===== src/rtl/w5300_common_regs_init_seq.sv =====
// W5300 common-register init sequencer: walks a register LUT over the host bus.
// Define W5300_INIT_VERIFY_EN to turn op=0 entries into read-verify accesses.
module w5300_common_regs_init_seq #(
    parameter int LUT_DEPTH = 12,
    parameter int T_SETUP   = 1,
    parameter int T_STROBE  = 4,
    parameter int T_RECOVER = 2
) (
    input  logic        clk,
    input  logic        rst,
    input  logic        start,
    output logic [5:0]  lut_index,
    input  logic [26:0] lut_data,
    output logic [9:0]  bus_addr,
    output logic [15:0] bus_dout,
    input  logic [15:0] bus_din,
    output logic        bus_oe,
    output logic        cs_n,
    output logic        wr_n,
    output logic        rd_n,
    output logic        busy,
    output logic        done,
    output logic        error,
    output logic [5:0]  err_index
);

    typedef enum logic [2:0] {
        S_IDLE, S_FETCH, S_SETUP, S_STROBE, S_RECOVER, S_DONE
    } state_t;

    localparam logic [5:0] LAST_IDX    = 6'(LUT_DEPTH - 1);
    localparam logic [3:0] SETUP_END   = 4'(T_SETUP - 1);
    localparam logic [3:0] STROBE_END  = 4'(T_STROBE - 1);
    localparam logic [3:0] RECOVER_END = 4'(T_RECOVER - 1);

    state_t      state_q, state_d;
    logic [5:0]  idx_q, idx_d;
    logic [3:0]  cnt_q, cnt_d;
    logic [26:0] entry_q, entry_d;
`ifdef W5300_INIT_VERIFY_EN
    logic        err_q, err_d;
    logic [5:0]  err_idx_q, err_idx_d;
`else
    logic        unused_din;
    assign unused_din = ^bus_din;
`endif

    always_comb begin
        state_d   = state_q;
        idx_d     = idx_q;
        cnt_d     = cnt_q;
        entry_d   = entry_q;
`ifdef W5300_INIT_VERIFY_EN
        err_d     = err_q;
        err_idx_d = err_idx_q;
`endif
        unique case (state_q)
            S_IDLE: begin
                if (start) begin
                    state_d = S_FETCH;
                    idx_d   = '0;
`ifdef W5300_INIT_VERIFY_EN
                    err_d     = 1'b0;
                    err_idx_d = '0;
`endif
                end
            end
            S_FETCH: begin
                entry_d = lut_data;
                cnt_d   = '0;
`ifdef W5300_INIT_VERIFY_EN
                state_d = S_SETUP;
`else
                // Reads are not performed: skip straight to the next entry
                if (lut_data[26]) begin
                    state_d = S_SETUP;
                end else if (idx_q == LAST_IDX) begin
                    state_d = S_DONE;
                end else begin
                    idx_d   = idx_q + 6'd1;
                    state_d = S_FETCH;
                end
`endif
            end
            S_SETUP: begin
                if (cnt_q == SETUP_END) begin
                    cnt_d   = '0;
                    state_d = S_STROBE;
                end else begin
                    cnt_d = cnt_q + 4'd1;
                end
            end
            S_STROBE: begin
                if (cnt_q == STROBE_END) begin
                    cnt_d   = '0;
                    state_d = S_RECOVER;
`ifdef W5300_INIT_VERIFY_EN
                    if (!entry_q[26] && bus_din != entry_q[15:0]) begin
                        err_d = 1'b1;
                        if (!err_q) err_idx_d = idx_q;
                    end
`endif
                end else begin
                    cnt_d = cnt_q + 4'd1;
                end
            end
            S_RECOVER: begin
                if (cnt_q == RECOVER_END) begin
                    cnt_d = '0;
                    if (idx_q == LAST_IDX) begin
                        state_d = S_DONE;
                    end else begin
                        idx_d   = idx_q + 6'd1;
                        state_d = S_FETCH;
                    end
                end else begin
                    cnt_d = cnt_q + 4'd1;
                end
            end
            S_DONE:  state_d = S_IDLE;
            default: state_d = S_IDLE;
        endcase
    end

    always_ff @(posedge clk) begin
        if (!rst) begin
            state_q   <= S_IDLE;
            idx_q     <= '0;
            cnt_q     <= '0;
            entry_q   <= '0;
`ifdef W5300_INIT_VERIFY_EN
            err_q     <= 1'b0;
            err_idx_q <= '0;
`endif
        end else begin
            state_q   <= state_d;
            idx_q     <= idx_d;
            cnt_q     <= cnt_d;
            entry_q   <= entry_d;
`ifdef W5300_INIT_VERIFY_EN
            err_q     <= err_d;
            err_idx_q <= err_idx_d;
`endif
        end
    end

    logic access;
    logic is_wr;
    assign access = (state_q == S_SETUP) || (state_q == S_STROBE);
    assign is_wr  = entry_q[26];

    assign lut_index = idx_q;
    assign cs_n      = !access;
    assign bus_addr  = access ? entry_q[25:16] : 10'd0;
    assign bus_oe    = access && is_wr;
    assign bus_dout  = (access && is_wr) ? entry_q[15:0] : 16'd0;
    assign wr_n      = !((state_q == S_STROBE) && is_wr);
    assign busy      = (state_q != S_IDLE);
    assign done      = (state_q == S_DONE);
`ifdef W5300_INIT_VERIFY_EN
    assign rd_n      = !((state_q == S_STROBE) && !is_wr);
    assign error     = err_q;
    assign err_index = err_idx_q;
`else
    assign rd_n      = 1'b1;
    assign error     = 1'b0;
    assign err_index = 6'd0;
`endif

endmodule


===== config.mk =====
export PLATFORM = sky130hd
export DESIGN_NAME = w5300_common_regs_init_seq
export DESIGN_NICKNAME = d
export VERILOG_FILES = /design/src/rtl/w5300_common_regs_init_seq.sv
export SDC_FILE = /design/constraint.sdc
export NUM_CORES = 1
export LEC_CHECK = 0
export BUFFER_PORTS_ARGS = -buffer_cell sky130_fd_sc_hd__buf_4
export CAP_MARGIN = 20
export CORE_MARGIN = 4
export CORE_UTILIZATION = 47
export DETAILED_ROUTE_END_ITERATION = 10
export PLACE_DENSITY = 0.81
export SLEW_MARGIN = 0
export SYNTH_ARGS = -nofsm -noshare
export SYNTH_HDL_FRONTEND = slang
export SYNTH_SLANG_ARGS = --single-unit
export TNS_END_PERCENT = 1

===== constraint.sdc =====
create_clock -name clk -period 2.6 [get_ports clk]
set_input_delay 0.39 -clock clk [delete_from_list [all_inputs] [get_ports clk]]
set_output_delay 0.39 -clock clk [all_outputs]
set_load 0.02 [all_outputs]

After elaboration in Yosys (flattened, before gate mapping)

Cells that the tools add are included.

Register bits after elaboration: 40
Output and inout port bits: 45
Logic and storage cells: 49

Add/sub/neg operators: 2
Equality and inequality tests: 13
Muxes and demuxes: 18
Reductions and logical operators: 12

Operator list:

| operator            | number |
|---|---|
| $mux 6              | 4 |
| $mux 3              | 6 |
| $pmux 6 s3          | 1 |
| $mux 16             | 1 |
| $pmux 4 s4          | 1 |
| $pmux 3 s5          | 1 |
| $mux 4              | 3 |
| $mux 10             | 1 |
| $ne 2x2->1 const B  | 5 |
| $reduce_and 4->1    | 2 |
| $add 6x1->6 const B | 1 |
| $eq 3x2->1 const B  | 2 |
| $eq 3x3->1 const B  | 2 |
| $eq 6x4->1 const B  | 1 |
| $reduce_bool 3->1   | 2 |
| $add 4x1->4 const B | 1 |
| $eq 4x1->1 const B  | 1 |
| $eq 4x2->1 const B  | 1 |
| $logic_not 4->1     | 1 |
| $reduce_bool 4->1   | 1 |
| $eq 3x1->1 const B  | 1 |
| $logic_not 3->1     | 1 |
| $logic_and 1x1->1   | 2 |
| $logic_not 1->1     | 2 |
| $logic_or 1x1->1    | 1 |

Longest topological paths before layout

Gate-level depths: netlist of run 1.

Depth after elaboration: 4
Gate-level depth with buffers: 7

Least setup slack after synthesis of run 1

OpenSTA, ideal clock, no wires.

Path type: register to register
Start: reg cnt_q[0]
End: reg state_q[0]
Library setup time: 0.075 ns
Arrival time: 1.756 ns
Required time: 2.525 ns
Setup slack: 0.769 ns
Cell stages (with the launch flop): 6
Path buffers: 0
Clock period less this slack: 1.831 ns
Path through: dfxtp_1 ha_1 or3b_4 a22o_1 or4_1 a31oi_1

Cells in the longest elaborated chain, start to end: 3
Elaborated cells on any way between the ends: 7
Those cells by class: eq/ne (5); reduce/logical (2)

RTL lines:

| what                               | RTL line | RTL |
|---|---|---|
| start: declaration                 | 38       | `logic [3:0] cnt_q, cnt_d;` |
| start signal: assignment           | 138      | `cnt_q <= cnt_d;` |
| $eq 4x1->1 (tied with other cells) | 108      | `if (cnt_q == RECOVER_END) begin` |
| $ne 2x2->1 (no line)               | n/a      |  |
| $reduce_and 4->1 (no line) (*)     | n/a      |  |
| end signal: assignment             | 136      | `state_q <= state_d;` |
| end: declaration                   | 36       | `state_t state_q, state_d;` |

Every way passes the cells marked *; elsewhere a longest branch is shown, timed or not.
A chain may end at the register's enable or synchronous reset.

Worst setup path in the final report of run 1

Start: reg state_q[1]
End: out bus_dout[15]

Cells in the longest elaborated chain, start to end: 4
Elaborated cells on any way between the ends: 5
Those cells by class: eq/ne (2); mux (1); reduce/logical (2)

RTL lines:

| what                  | RTL line | RTL |
|---|---|---|
| $eq 3x2->1            | 149      | `assign access = (state_q == S_SETUP) \|\| (state_q == S_STROBE);` |
| $logic_or 1x1->1 (*)  | 149      |  |
| $logic_and 1x1->1 (*) | 156      | `assign bus_dout = (access && is_wr) ? entry_q[15:0] : 16'd0;` |
| $mux 16 (*)           | 156      |  |
| end: declaration      | 15       | `output logic [15:0] bus_dout,` |

Marks and branches as above.

==> results of run 1 <==
[routing by layer]
metal | vias to the layer above | wire (µm) | part of all wire, %
li1 | 1032 | - | -
met1 | 909 | 2110 | 43
met2 | 80 | 2240 | 46
met3 | 6 | 443 | 9.1
met4 | 0 | 69 | 1.4
met5 | - | 0 | 0
[placed cells by master, fill, tap and decap left out, drive strengths merged, types with 3 or more instances in the layout]
master,netlist,layout
a21oi,36,36
nand2,67,67
buf,12,70
clkbuf,15,7
and2,12,12
or3b,5,5
or3,3,3
o22ai,3,3
ha,5,5
a31oi,3,3
nor2,3,3
conb,2,8
nand3,3,3
and3,16,16
inv,7,7
o21ai,3,3
nor2b,4,4
dfxtp,40,40
[state kept, by name, indices dropped and copies added (netlist names)]
| register | cells |
|---|---|
| state_q | 3 |
| cnt_q | 4 |
| lut_index | 6 |
| entry_q | 27 |
[cell type report]
type / count / area [µm²]
Fill cell: 370 / 1450
Clock buffer: 7 / 96.3
Sequential cell: 40 / 801
Timing Repair Buffer: 70 / 526
Clock inverter: 1 / 30.0
Tap cell: 50 / 62.6
Inverter: 8 / 30.0
Multi-Input combinational cell: 204 / 1150
[how the worst max path moves through the flow]
stage | start | end | slack [ps]
5_1_grt | state_q[1] | bus_dout[8] | 280
3_3_place_gp | state_q[2] | lut_index[3] | 670
4_1_cts | state_q[1] | bus_dout[15] | 400
6_report | state_q[1] | bus_dout[15] | 390
3_5_place_dp | state_q[2] | lut_index[3] | 640
2_1_floorplan | cnt_q[0] | state_q[0] | 770
[per-stage QoR]
| stage | instance area [µm²] | power, µW |
|---|---|---|
| after floorplan | 2110 | 1240 |
| after global placement | 2570 | 1390 |
| after detailed placement | 2570 | 1410 |
| after CTS | 2690 | 1950 |
| after global routing | 2690 | 2070 |
| final | 2690 | 1940 |
[power by group through the flow]
stage	combinational (µW)	sequential (µW)	clock, µW
2_1_floorplan	479	760	0
3_3_place_gp	582	809	0
3_5_place_dp	591	814	0
4_1_cts	593	799	561
5_1_grt	666	818	586
6_report	592	800	548
[logic make-up after synthesis]
logic type               share of synthesized area, %
flip-flops                                       38.3
AO/OA/AOI/OAI                                    16.3
multiplexers                                     1.02
XOR/XNOR                                        0.419
buffers and inverters                            7.96
adder cells (fa/ha/maj)                          2.99
AND/OR/NAND/NOR                                  32.6
other                                           0.359
[worst register-to-register path, delay by kind of cell, from the launching register on]
kind,cells,cell delay [ps]
and+or+nand+nor,2,890
DFF,1,720
AOI/OAI and AO/OA,2,320
==> summary.md, run 1 <==
| Metric | Value |
|---|---|
| Num Clock Sinks | 40 |
| R2R Setup Slk | 590 ps |
| Initial drt markers | 136 |
| N_diodes | 0 |
| Setup-failing EPs final | 0 |
| Max FO, Critical Path | 27 |
| Via Count | 2027 |
| Max incr delay on CP | 700 ps |
| Resize count post-CTS | 0 |
| Top Family by Delay on Critical Path | flip-flops |
| Number of synthesized register bits | 40 |
| Area Overhead vs Synth | 28.9% |
| Hold depth | 3 |
| Status | completed |
| Yosys warning count | 0 |
| M2 GR Usage | 28.5% |
| Slowest cell on crit path | dfxtp_1 |
| Fin Hold WS | 340 ps |
| Clock network power share | 28.2% |
| GRT met3 Usage | 4.81% |
| Share of power burned in registers | 41.2% |
| Worst path required time | 2210 ps |
| DP Worst Slack | 641 ps |
| Die width | 74.7 µm |
| Comb pwr share | 30.5% |
| DRT Wirelength | 4870 µm |
| Cell area after synthesis | 0.00209 mm² |
| Initial antenna violation count | 0 |
| Placer Congestion | 0.795 |
| Relative slew slack | 51.7% |
| Synth top area cells | dfxtp_1 38%, nand2_1 12%, a21oi_1 8.6% |
| Tmin final | 2210 ps |
| Switching Share | 33.8% |
| Reg2reg end | lut_index[3] |
| Critical path class | reg2out |
| Hold Path End | entry_q[5] |
| CTS tree | built |
| WP data arrival | 1820 ps |
| Core region area | 0.00414 mm² |
| Period utilization | 85.0% |
| DR pass1 iterations | 4 |
| Yosys top cell area share | 38.3% |
| Cts bufs inserted | 5 |
| Cell count after synthesis | 273 |
| Clock buffer depth | 2 |
| Buffers & Inverters on Critical Path | 2 |
| Count of different cell masters after synthesis | 49 |
| Starting density of the core | 50.4% |
| Clk Latency, worst-skew pair | 290 ps |
| Port bufs | 66 |
| Post-route core utilization | 65.0% |
| Startpoint Class | register |
| Total gr overflow | 0 |
| CTS Hold Bufs | 0 |
| DR DRC count | 0 |
| Die footprint | 0.00558 mm² |
| Final Max Tran Viols | 0 |
| Post-synth EDFFs | 0 |
| Hold Vio Cnt, Final | 0 |
| Main synth FF type | dfxtp_1 |
| RSZ-0062 raised after global routing | false |
| Internal | 1280 µW |
| Peak VDD IR | 0.000424 V |
| Fin nets | 380 |
| Pwr Density | 721 mW/mm² |
| Depth of the CTS H-tree | 2 |
| I/O pins | 91 |
| DP Cell Count | 372 |
| Worst r2r src | state_q[2] |
| Antenna-violating nets left | 0 |
| Max-cap viol count | 0 |
| Syn avg cell area | 7.65 µm² |
| Most frequent cell after synthesis | nand2_1 |
| Fin cells | 380 |
| Seq/Total Area, Yosys | 38.3% |
| Fin Setup TNS | 0 ps |
| Post-DR wirelength/cell | 12.8 µm |
| Layout Skew | 3.46 ps |
| Worst-path cell chain | nor2b_1 -> buf_4 -> and3_1 -> buf_4 |
| Largest net degree at the start of global routing | 28 |
| Post-CTS setup buffers | 0 |
| Fraction of layout cells with a size suffix above 1 | 26.4% |
| Most used cell, CP | buf_4 |
| P_sw | 656 µW |
| Total GRT Usage | 17.8% |
| Vias/cell | 5.33 |
| Crit path setup slack, layout | 390 ps |
| # rows | 23 |
| Clk slew on worst S/H paths | 70 ps |
| Synth async-reset ratio | 0% |
| Type of the tightest min-delay check | in2reg |
| Static leakage | 0.00119 µW |
| HP Start | lut_data[5] |
| Fmax | 453 MHz |
| Synth cell count leaders | 67 x nand2_1, 40 x dfxtp_1, 36 x a21oi_1 |
| Crit. End Element | primary output |
| DP Wirelength | 3510 µm |
| Worst-Margin Slew | 719 ps |
| Met1 usage | 23.0% |
| Root Buffer | clkbuf_8 |
| First-pass GRT wire length | 7760 µm |
| Yosys top cell by area | dfxtp_1 |
| Cell depth of the worst flop-to-flop path | 4 |
| Vias in the first global route | 1729 |
| Die Ht | 74.7 µm |
| Top Usage Layer GRT | met2 |
| Worst path depth | 4 |
No activity file was read; power rests on OpenSTA's default activity.
==> inputs of run 2 (changes only) <==
--- a/config.mk
+++ b/config.mk
@@ -5,6 +5,7 @@
 export SDC_FILE = /design/constraint.sdc
 export NUM_CORES = 1
 export LEC_CHECK = 0
+export ABC_AREA = 1
 export BUFFER_PORTS_ARGS = -buffer_cell sky130_fd_sc_hd__buf_4
 export CAP_MARGIN = 20
 export CORE_MARGIN = 4
==> constraint.sdc (replaced) <==
create_clock -name clk -period 2.3 [get_ports clk]
set_input_delay 0.345 -clock clk [delete_from_list [all_inputs] [get_ports clk]]
set_output_delay 0.345 -clock clk [all_outputs]
set_load 0.02 [all_outputs]
==> run 2 against run 1 <==
Via count is 0.39% higher. Count of clock-buffer cells in the layout is 1 lower. Design area is 1.5% lower. First-iteration DRC count is 34% lower. Sequential cell count stayed put. Non-clock buffer count is 2 lower. Critical endpoint is now bus_dout[12]. Highest routed layer unchanged.
==> summary.md, run 2 <==
| Metric | Value |
|---|---|
| Synth cell count leaders | 42 x inv_1, 42 x nor2_1, 40 x dfxtp_1 |
| Core region area | 0.00414 mm² (unchanged) |
| WP data arrival | 1650 ps (-170 ps) |
| Layout Skew | 5.29 ps (+1.83 ps) |
| Post-route core utilization | 64.0% (-0.97 points) |
| DP Worst Slack | 614 ps (-26.9 ps) |
| Type of the tightest min-delay check | in2reg |
| Compound-Gate Fraction of Synth Area | 15.9% (-0.40 points) |
| Crit path setup slack, layout | 301 ps (-89.2 ps) |
| Startpoint Class | register |
| Largest family of logic cells by synthesized area | simple AND/OR/NAND/NOR gates |
| Total gr overflow | 0 (unchanged) |
| Hold Vio Cnt, Final | 0 (unchanged) |
| DR DRC count | 0 (unchanged) |
| DP Wirelength | 3610 µm (+2.8%) |
| # rows | 23 (unchanged) |
| Final Max Tran Viols | 0 (unchanged) |
| Post-synth EDFFs | 0 (unchanged) |
| M2 GR Usage | 30.9% (+2.4 points) |
| Simple-Gate Fraction of Synth Area | 27.0% (-5.6 points) |
| Vias/cell | 4.94 (-7.4%) |
| Met1 usage | 23.2% (+0.20 points) |
| Clk slew on worst S/H paths | 80 ps (about the same) |
| Tmin final | 2000 ps |
| Cell area after layout | 0.00265 mm² (-1.5%) |
| Count of different cell masters after synthesis | 29 (-41%) |
| Main synth FF type | dfxtp_1 |
| Synth top area cells | dfxtp_1 38%, a21oi_1 8.6%, inv_1 7.6% |
| Synth async-reset ratio | 0% (unchanged) |
| Commonest non-fill, non-tap cell in the layout | buf_4 |
| Resize count post-CTS | 0 (unchanged) |
| Fmax | 500 MHz |
| Most used cell, CP | nor2_1 |
| Fin nets | 412 (+8.4%) |
| Yosys top cell by area | dfxtp_1 |
| Post-synthesis mux area share | 0% (-1.0 points) |
| Largest register by flop count | entry_q |
| Largest register FFs | 27 (unchanged) |
| Max-cap viol count | 0 (unchanged) |
| Top Usage Layer GRT | met2 |
| Yosys warning count | 0 (unchanged) |
| Num Clock Sinks | 40 (unchanged) |
| Vias in the first global route | 1906 (+10%) |
| Die width | 74.6 µm (about the same) |
| Top Family by Delay on Critical Path | buffers and inverters |
| Synth Area in XOR/XNOR | 1.26% (+0.84 points) |
| Pwr Density | 965 mW/mm² (+34%) |
| Max incr delay on CP | 450 ps (-250 ps) |
| Placed instance area | 0.00256 mm² (-0.24%) |
| Max FO, Critical Path | 16 (-41%) |
| DR pass1 iterations | 4 (unchanged) |
| Static leakage | 0.00121 µW (+1.6%) |
| Setup-failing EPs final | 0 (unchanged) |
| GRT met3 Usage | 5.07% (+0.27 points) |
| Number of synthesized register bits | 40 (unchanged) |
| Cts bufs inserted | 5 (unchanged) |
| Crit. End Element | primary output |
| Root Buffer | clkbuf_8 |
| N_diodes | 0 (unchanged) |
| Most frequent cells in the layout | 68 x buf_4, 42 x inv_1, 42 x nor2_1, 40 x dfxtp_1, 38 x nand2_1 |
| I/O pins | 91 (unchanged) |
| Post-DR wirelength/cell | 12.0 µm (-6.5%) |
| CTS tree | built |
| Largest net degree at the start of global routing | 54 (+93%) |
| Worst-path cell chain | inv_4 -> nand2_1 -> nor2_1 -> inv_1 -> nor2_1 -> buf_4 |
| Syn avg cell area | 6.96 µm² (-9.1%) |
| Via Count | 2035 (+0.39%) |
| Starting density of the core | 50.4% (-0.060 points) |
| Die footprint | 0.00557 mm² (-0.11%) |
| Fin Setup TNS | 0 ps (unchanged) |
| Post-CTS setup buffers | 0 (unchanged) |
| Area Overhead vs Synth | 27.1% |
| RSZ-0062 raised after global routing | false |
| Cell count after synthesis | 300 (+9.9%) |
| Buffers & Inverters on Critical Path | 3 (+1) |
| DRT Wirelength | 4930 µm (+1.4%) |
| Die Ht | 74.6 µm (about the same) |
| Initial drt markers | 90 (-34%) |
| Yosys top cell area share | 38.4% (+0.046 points) |
| First-pass GRT wire length | 8180 µm (+5.4%) |
| Slowest cell on crit path | dfxtp_1 |
| Peak VDD IR | 0.000453 V (+6.9%) |
| Critical path class | reg2out |
| Seq/Total Area, Yosys | 38.4% (+0.046 points) |
| Cell area after synthesis | 0.00209 mm² (-0.12%) |
| CTS Hold Bufs | 0 (unchanged) |
| Port bufs | 66 (unchanged) |
| Tot Pwr | 2560 µW (+32%) |
| Total GRT Usage | 18.5% (+0.76 points) |
| Status | completed |
| Antenna-violating nets left | 0 (unchanged) |
| Worst path required time | 1960 ps (-250 ps) |
| Period utilization | 86.9% |
| Fraction of layout cells with a size suffix above 1 | 25.1% (-1.2 points) |
| Clock buffer depth | 2 (unchanged) |
| Initial antenna violation count | 0 (unchanged) |
| Clk Latency, worst-skew pair | 290 ps (about the same) |
| Depth of the CTS H-tree | 2 (unchanged) |
| Synthesized-area fraction occupied by adder cells | 3.00% (+0.0036 points) |
| Placer Congestion | 0.877 (+10%) |
[run 2: final timing paths]
kind                     from  cells past startpoint  slack (ps)           end
setup reg to reg   state_q[0]                      6         790      cnt_q[1]
hold / removal    lut_data[6]                      3         330    entry_q[6]
setup / recovery   state_q[2]                      6         300  bus_dout[12]
hold reg to reg    entry_q[8]                      2         450    entry_q[8]
[run 2: cell type report]
cell class / instances / area, µm²
Fill cell: 378 / 1490
Multi-Input combinational cell: 201 / 1010
Inverter: 45 / 171
Tap cell: 50 / 62.6
Clock inverter: 2 / 10.0
Clock buffer: 6 / 82.6
Timing Repair Buffer: 68 / 510
Sequential cell: 40 / 801
[run 2: worst reg2reg max path: stages (launching register included)]
cell and delay (ps):
dfxtp_1 500, nor2_1 110, nand2_1 140, nand2_4 100, a21oi_1 350, nand2_1 100
a31oi_1 140
[run 2: kinds of logic after synthesis]
family,count (synthesis)
adders and majority gates,5
DFF,40
and+or+nand+nor,119
other,2
buffers and inverters,65
xor gates and xnor gates,3
AOI/OAI and AO/OA,66
[run 2: per-layer routing]
metal | wire (µm) | part of all wire [%] | up-vias
met5 | 0 | 0 | -
met2 | 2240 | 46 | 66
met3 | 407 | 8.3 | 9
li1 | - | - | 1061
met1 | 2200 | 45 | 899
met4 | 79 | 1.6 | 0
[run 2: power by group]
group / total, µW / internal, µW / switching [µW] / leakage (µW)
sequential: 1010 / 903 / 107 / 0.000328
combinational: 1070 / 368 / 702 / 0.000831
clock: 481 / 239 / 242 / 0.0000510
total: 2560 / 1510 / 1050 / 0.00121
[run 2: per-stage QoR]
stage | cells | hold slack, ps
5_1_grt | 412 | 334
4_1_cts | 412 | 327
3_3_place_gp | 404 | 438
3_5_place_dp | 404 | 442
6_report | 412 | 330
2_1_floorplan | 306 | 429
